## src/rtl/atto_noc_pkg.sv

```systemverilog
// atto_noc_pkg: shared router-link constants and outport state encoding
//   PKT_W            packet width
//   X_MSB..Y_LSB     destination coordinate fields inside a packet
//   DP_STROBE/IDLE   diff-pair {p,n} encodings
//   outport_state_e  outport FSM states
package atto_noc_pkg;
    localparam int PKT_W = 48;
    localparam int X_MSB = 47;
    localparam int X_LSB = 44;
    localparam int Y_MSB = 43;
    localparam int Y_LSB = 40;
    localparam logic [1:0] DP_STROBE = 2'b10;
    localparam logic [1:0] DP_IDLE = 2'b01;
    typedef enum logic [1:0] {IDLE = 2'd0, SEND = 2'd1, STALL = 2'd2} outport_state_e;
endpackage

```

## src/rtl/output_flow_handler.sv

```systemverilog
// output_flow_handler: downstream credit counter and diff-pair strobe encoder
//   clka_i       clock
//   rsta_i       synchronous active-high reset
//   credit_i     diff-pair credit return {p,n}
//   send_i       a packet leaves this cycle (only asserted when credits > 0)
//   credits_d_o  credit count after this edge
//   dp_o         registered transfer strobe {p,n}
//   err_o        sticky credit overflow flag (OUTPORT_CREDIT_CHECK_EN only)
module output_flow_handler
    import atto_noc_pkg::*;
#(
    parameter int CREDITS = 4,
    parameter int CW = $clog2(CREDITS + 1)
) (
    input  logic          clka_i,
    input  logic          rsta_i,
    input  logic [1:0]    credit_i,
    input  logic          send_i,
    output logic [CW-1:0] credits_d_o,
    output logic [1:0]    dp_o
`ifdef OUTPORT_CREDIT_CHECK_EN
    ,
    output logic          err_o
`endif
);
    localparam int CW1 = CW + 1;
    localparam logic [CW-1:0] CMAX = CREDITS[CW-1:0];
    logic [CW-1:0] credits_q;
    logic [CW:0] sum;
    logic [1:0] dp_q;
    logic ret;
    // illegal 2'b00/2'b11 decode as idle
    assign ret = credit_i == DP_STROBE;
    // send implies credits_q > 0, so the sum never underflows
    assign sum = {1'b0, credits_q} + CW1'(ret) - CW1'(send_i);
    assign credits_d_o = sum > {1'b0, CMAX} ? CMAX : sum[CW-1:0];
    assign dp_o = dp_q;
    always_ff @(posedge clka_i) begin
        if (rsta_i) begin
            credits_q <= CMAX;
            dp_q <= DP_IDLE;
        end else begin
            credits_q <= credits_d_o;
            dp_q <= send_i ? DP_STROBE : DP_IDLE;
        end
    end
`ifdef OUTPORT_CREDIT_CHECK_EN
    logic err_q;
    always_ff @(posedge clka_i) begin
        if (rsta_i) err_q <= 1'b0;
        else if (ret && credits_q == CMAX) err_q <= 1'b1;
    end
    assign err_o = err_q;
`endif
endmodule

```

## src/rtl/outport.sv

```systemverilog
// outport: router-link transmitter with packet FIFO and credit-based flow control
//   clka            clock
//   rsta            synchronous active-high reset
//   packet_din      packet from crossbar
//   valid_din       packet_din valid
//   ready_dout      packet accepted this cycle when valid_din
//   credit_din      diff-pair credit return {p,n}
//   channel_dout    registered packet toward neighbour
//   diff_pair_dout  registered transfer strobe {p,n}
//   credit_err_dout sticky credit overflow (only with OUTPORT_CREDIT_CHECK_EN)
module outport
    import atto_noc_pkg::*;
#(
    parameter int CREDITS = 4,
    parameter int FIFO_DEPTH = 2
) (
    input  logic             clka,
    input  logic             rsta,
    input  logic [PKT_W-1:0] packet_din,
    input  logic             valid_din,
    output logic             ready_dout,
    input  logic [1:0]       credit_din,
    output logic [PKT_W-1:0] channel_dout,
    output logic [1:0]       diff_pair_dout
`ifdef OUTPORT_CREDIT_CHECK_EN
    ,
    output logic             credit_err_dout
`endif
);
    localparam int AW = $clog2(FIFO_DEPTH);
    localparam int AW1 = AW + 1;
    localparam int CW = $clog2(CREDITS + 1);
    logic [PKT_W-1:0] mem_q [FIFO_DEPTH];
    logic [AW-1:0] wr_q, rd_q;
    logic [AW:0] cnt_q, cnt_d;
    logic [PKT_W-1:0] chan_q;
    logic [CW-1:0] credits_d;
    outport_state_e state_q, state_d;
    logic push, pop;
    assign ready_dout = !rsta && cnt_q != AW1'(FIFO_DEPTH);
    assign push = valid_din && ready_dout;
    // SEND is held exactly when the FIFO is non-empty and credits remain,
    // so the registered state alone decides the send without bypassing pushes
    assign pop = state_q == SEND;
    assign cnt_d = cnt_q + AW1'(push) - AW1'(pop);
    assign channel_dout = chan_q;
    always_comb begin
        state_d = IDLE;
        state_d = cnt_d == '0 ? IDLE : (credits_d == '0 ? STALL : SEND);
    end
    always_ff @(posedge clka) begin
        if (push) mem_q[wr_q] <= packet_din;
    end
    always_ff @(posedge clka) begin
        if (rsta) begin
            wr_q <= '0;
            rd_q <= '0;
            cnt_q <= '0;
            chan_q <= '0;
            state_q <= IDLE;
        end else begin
            if (push) wr_q <= wr_q + AW'(1);
            if (pop) rd_q <= rd_q + AW'(1);
            if (pop) chan_q <= mem_q[rd_q];
            cnt_q <= cnt_d;
            state_q <= state_d;
        end
    end
    output_flow_handler #(.CREDITS(CREDITS)) u_flow (
        .clka_i      (clka),
        .rsta_i      (rsta),
        .credit_i    (credit_din),
        .send_i      (pop),
        .credits_d_o (credits_d),
        .dp_o        (diff_pair_dout)
`ifdef OUTPORT_CREDIT_CHECK_EN
        ,
        .err_o       (credit_err_dout)
`endif
    );
endmodule

```

## config.mk

```make
export PLATFORM = sky130hd
export DESIGN_NAME = outport
export DESIGN_NICKNAME = d
export VERILOG_FILES = /design/src/rtl/atto_noc_pkg.sv /design/src/rtl/output_flow_handler.sv /design/src/rtl/outport.sv
export SDC_FILE = /design/constraint.sdc
export NUM_CORES = 1
export LEC_CHECK = 0
export ABC_AREA = 1
export CORE_UTILIZATION = 47
export CTS_CLUSTER_DIAMETER = 30
export DETAILED_ROUTE_END_ITERATION = 7
export PLACE_DENSITY_LB_ADDON = 0.25
export SETUP_SLACK_MARGIN = 0.2
export SYNTH_ARGS = -nofsm -noshare
export SYNTH_HDL_FRONTEND = slang
export SYNTH_SLANG_ARGS = --single-unit
```

## constraint.sdc

```tcl
create_clock -name clka -period 3.54 [get_ports clka]
set_input_delay 0.708 -clock clka [delete_from_list [all_inputs] [get_ports clka]]
set_output_delay 0.708 -clock clka [all_outputs]
set_load 0.01 [all_outputs]
```

==> results.md <==
* VDD IR-drop max at between 0.0003 and 0.0004 V
* CP max stage cell: clkdlybuf4s50_1
* Synth Area in Compound Gates at 0.0466
* Worst Path Arrival at between 1500 and 2000 ps
* Seq/Total Area, Yosys at 0.728
* Top cells by area, synth: edfxtp_1 52%, dfxtp_1 21%, mux2i_1 8.6%
* Status: finished with violations
* TritonCTS clock tree: done
* CTS Hold Bufs at 0
* Via-per-instance ratio at 5.19
* First-pass GRT wire length at about 17000 um
* DRT iter0 DRCs at about 170
* Top post-synthesis cells by count: 96 x edfxtp_1, 59 x dfxtp_1, 49 x o21ai_1
* Final Instance Count excl. Fillers at approximately 650
* Hold Violations, Final at 0
* Final Skew at around 6.7 ps
* Layout fillers at about 860
* Final wirelength at ~11000 um
* Required @ worst endpoint at between 2000 and 3000 ps
* Dpl hpwl at about 6400 um
* Fin area at 7300 um2
* Largest family of logic cells by synthesized area: multiplexers
* Synth warnings at 0
* Post-synth EDFFs at between 90 and 100
* CP max FO at 4
* Crit path launch type: primary input
* Crit-path max cell delay at around 560 ps
* Placed cells at between 600 and 700
* Setup ws final at ~880 ps
* FFs w/ async S/R, synth at 0
* Clk Latency, worst-skew pair at a little over 400 ps
* Total gr overflow at 0
* Least-Margin Pin Slew at around 1000 ps
* Count leader, synth: edfxtp_1
* H-tree depth at 4
* Max-slew headroom at 0.311
* Share of the synthesized area in the top cell type at 0.516
* Most frequent cell on the critical path: clkdlybuf4s50_1
* FP Rows at 39
* Pins Over Slew Limit at 0
* Port Buffers at between 100 and 150
* Crit Path Class: in -> out
* Die area at about 12000 um2
* Cell count after synthesis at 392
* DRC viols at 8
* Vias in the first global route at approximately 3400
* Root Buffer: clkbuf_16
* Synth area leader: edfxtp_1
* Mapped Area at 5590 um2
* Post-synthesis adder-cell area fraction at 0.0170
* Global-route usage over all layers at 0.187
* Crit end category: output port
* Max Root-Sink Buffers at 2
* Final period utilization at 0.751
* Setup violations, final at 0
* DRT antenna net count at 0
* Syn_area_per_cell at ~14 um2
* Failing checks: design-rule violations
* Chip Width at around 110 um
* PwrDens at roughly 810 nW/um2
* Largest net degree at the start of global routing at 53
* WHS at between 400 and 500 ps
* Starting Density at 0.485
* Number of synthesized register bits at between 150 and 200
* Final Core Density at 0.634
* Setup TNS at 0 ps
* HP Class: reg -> reg
* RSZ-0062 raised after global routing: false
* DP Worst Slack at between 800 and 900 ps
* CP cell instances: clkdlybuf4s50_1 > nor2_1 > clkdlybuf4s50_1
* RePlAce Congestion at between 0.7 and 0.8
* Die Ht at 111 um
* Syn nets at roughly 450
* Main synth FF type: edfxtp_1
* CTS clk-pin slew, worst paths at 50 ps
* Area Overhead vs Synth at 30.7%
* ANT cells at 0
* Leakage Power at between 2 and 3 nW
* Post-synthesis simple-gate area fraction at 0.0804
* Per-cell routed wire length at approximately 16 um
* Placed cell area at around 6700 um2
* Max Fclk at ~380 MHz
* Detailed Routing Iterations Pass 1 at 6
* Total power at roughly 5.9 mW
* Num CTS Buffers at 17
* Resize count post-CTS at 0
* Mux share of post-synthesis cell area at 0.0860
* Sink Count at roughly 160
* Nets at 558
* Top Ports at between 100 and 150
* Layout cells sized above 1 at 0.0982
* # Post-CTS Setup Buffers at 0
* Maxcap violations at 0
* Netlist cell types at 20
* Core area at about 12000 um2
* Initial antenna violation count at 0
* XOR/XNOR Fraction of Synth Area at 0
* Via count at about 3400
* Crit path time final at around 2700 ps
[final timing paths]
kind	from	endpoint	slack, ps	cells past startpoint
worst max-delay path	rsta	ready_dout	880	3
worst min-delay path	wr_q	wr_q	470	2
worst max register to register	state_q[0]	state_q[0]	1480	12
worst min register to register	wr_q	wr_q	470	2
[layout by cell type (no fill, tap or decap)]
cell,instances
clkdlybuf4s50_1,103
edfxtp_1,96
dfxtp_1,58
o21ai_1,49
mux2i_1,48
nand3_1,45
inv_1,20
nand2_1,17
clkbuf_16,17
nand3_2,10
nor2_1,7
ha_1,6
inv_2,5
clkinv_2,4
a21oi_1,3
clkinv_1,3
bufinv_16,3
buf_4,3
nor2_4,2
nand4_1,2
buf_12,2
nand2_2,1
fa_1,1
clkbuf_8,1
clkinvlp_4,1
clkbuf_1,1
dfxtp_4,1
[cells by family (layout without fill, tap and decap cells)]
family,Yosys count,after routing
and+or+nand+nor,84,84
buffers and inverters,46,163
DFF,155,155
AOI/OAI and AO/OA,52,52
muxes,48,48
adders and majority gates,7,7
[worst max-delay path, delay by kind of cell]
family	cells	cell delay, ps
simple gates	1	200
buf+inv	2	1040
[final cells by class]
class	instances	area (um2)	area share
sequential	155	4070	0.557
multi-input combinational	191	1290	0.177
timing repair buffer	108	1090	0.150
clock buffer	19	443	0.0607
tap	143	179	0.0245
clock inverter	11	129	0.0177
inverter	25	93.8	0.0129
[sequential cells by signal (all words and copies together), names as in the netlist]
name / count
rd_q: 1
cnt_q: 2
u_flow.credits_q: 3
mem_q: 96
u_flow.dp_o: 2
wr_q: 1
channel_dout: 48
state_q: 2
[power by group]
group / switching, mW / total, mW / internal (mW)
sequential: 0.297 / 2.56 / 2.26
combinational: 0.789 / 1.59 / 0.806
clock: 0.649 / 1.75 / 1.10
total: 1.73 / 5.91 / 4.17
[per-layer routing]
metal	global-route usage	part of all wire	up-vias	wire [um]
met1	0.237	0.45	1659	4800
met2	0.299	0.49	84	5270
met5	0	0	-	0
met4	0.0901	0.0093	0	99
li1	-	-	1629	-
met3	0.0487	0.049	10	518
(Power assumes the default switching activity.)
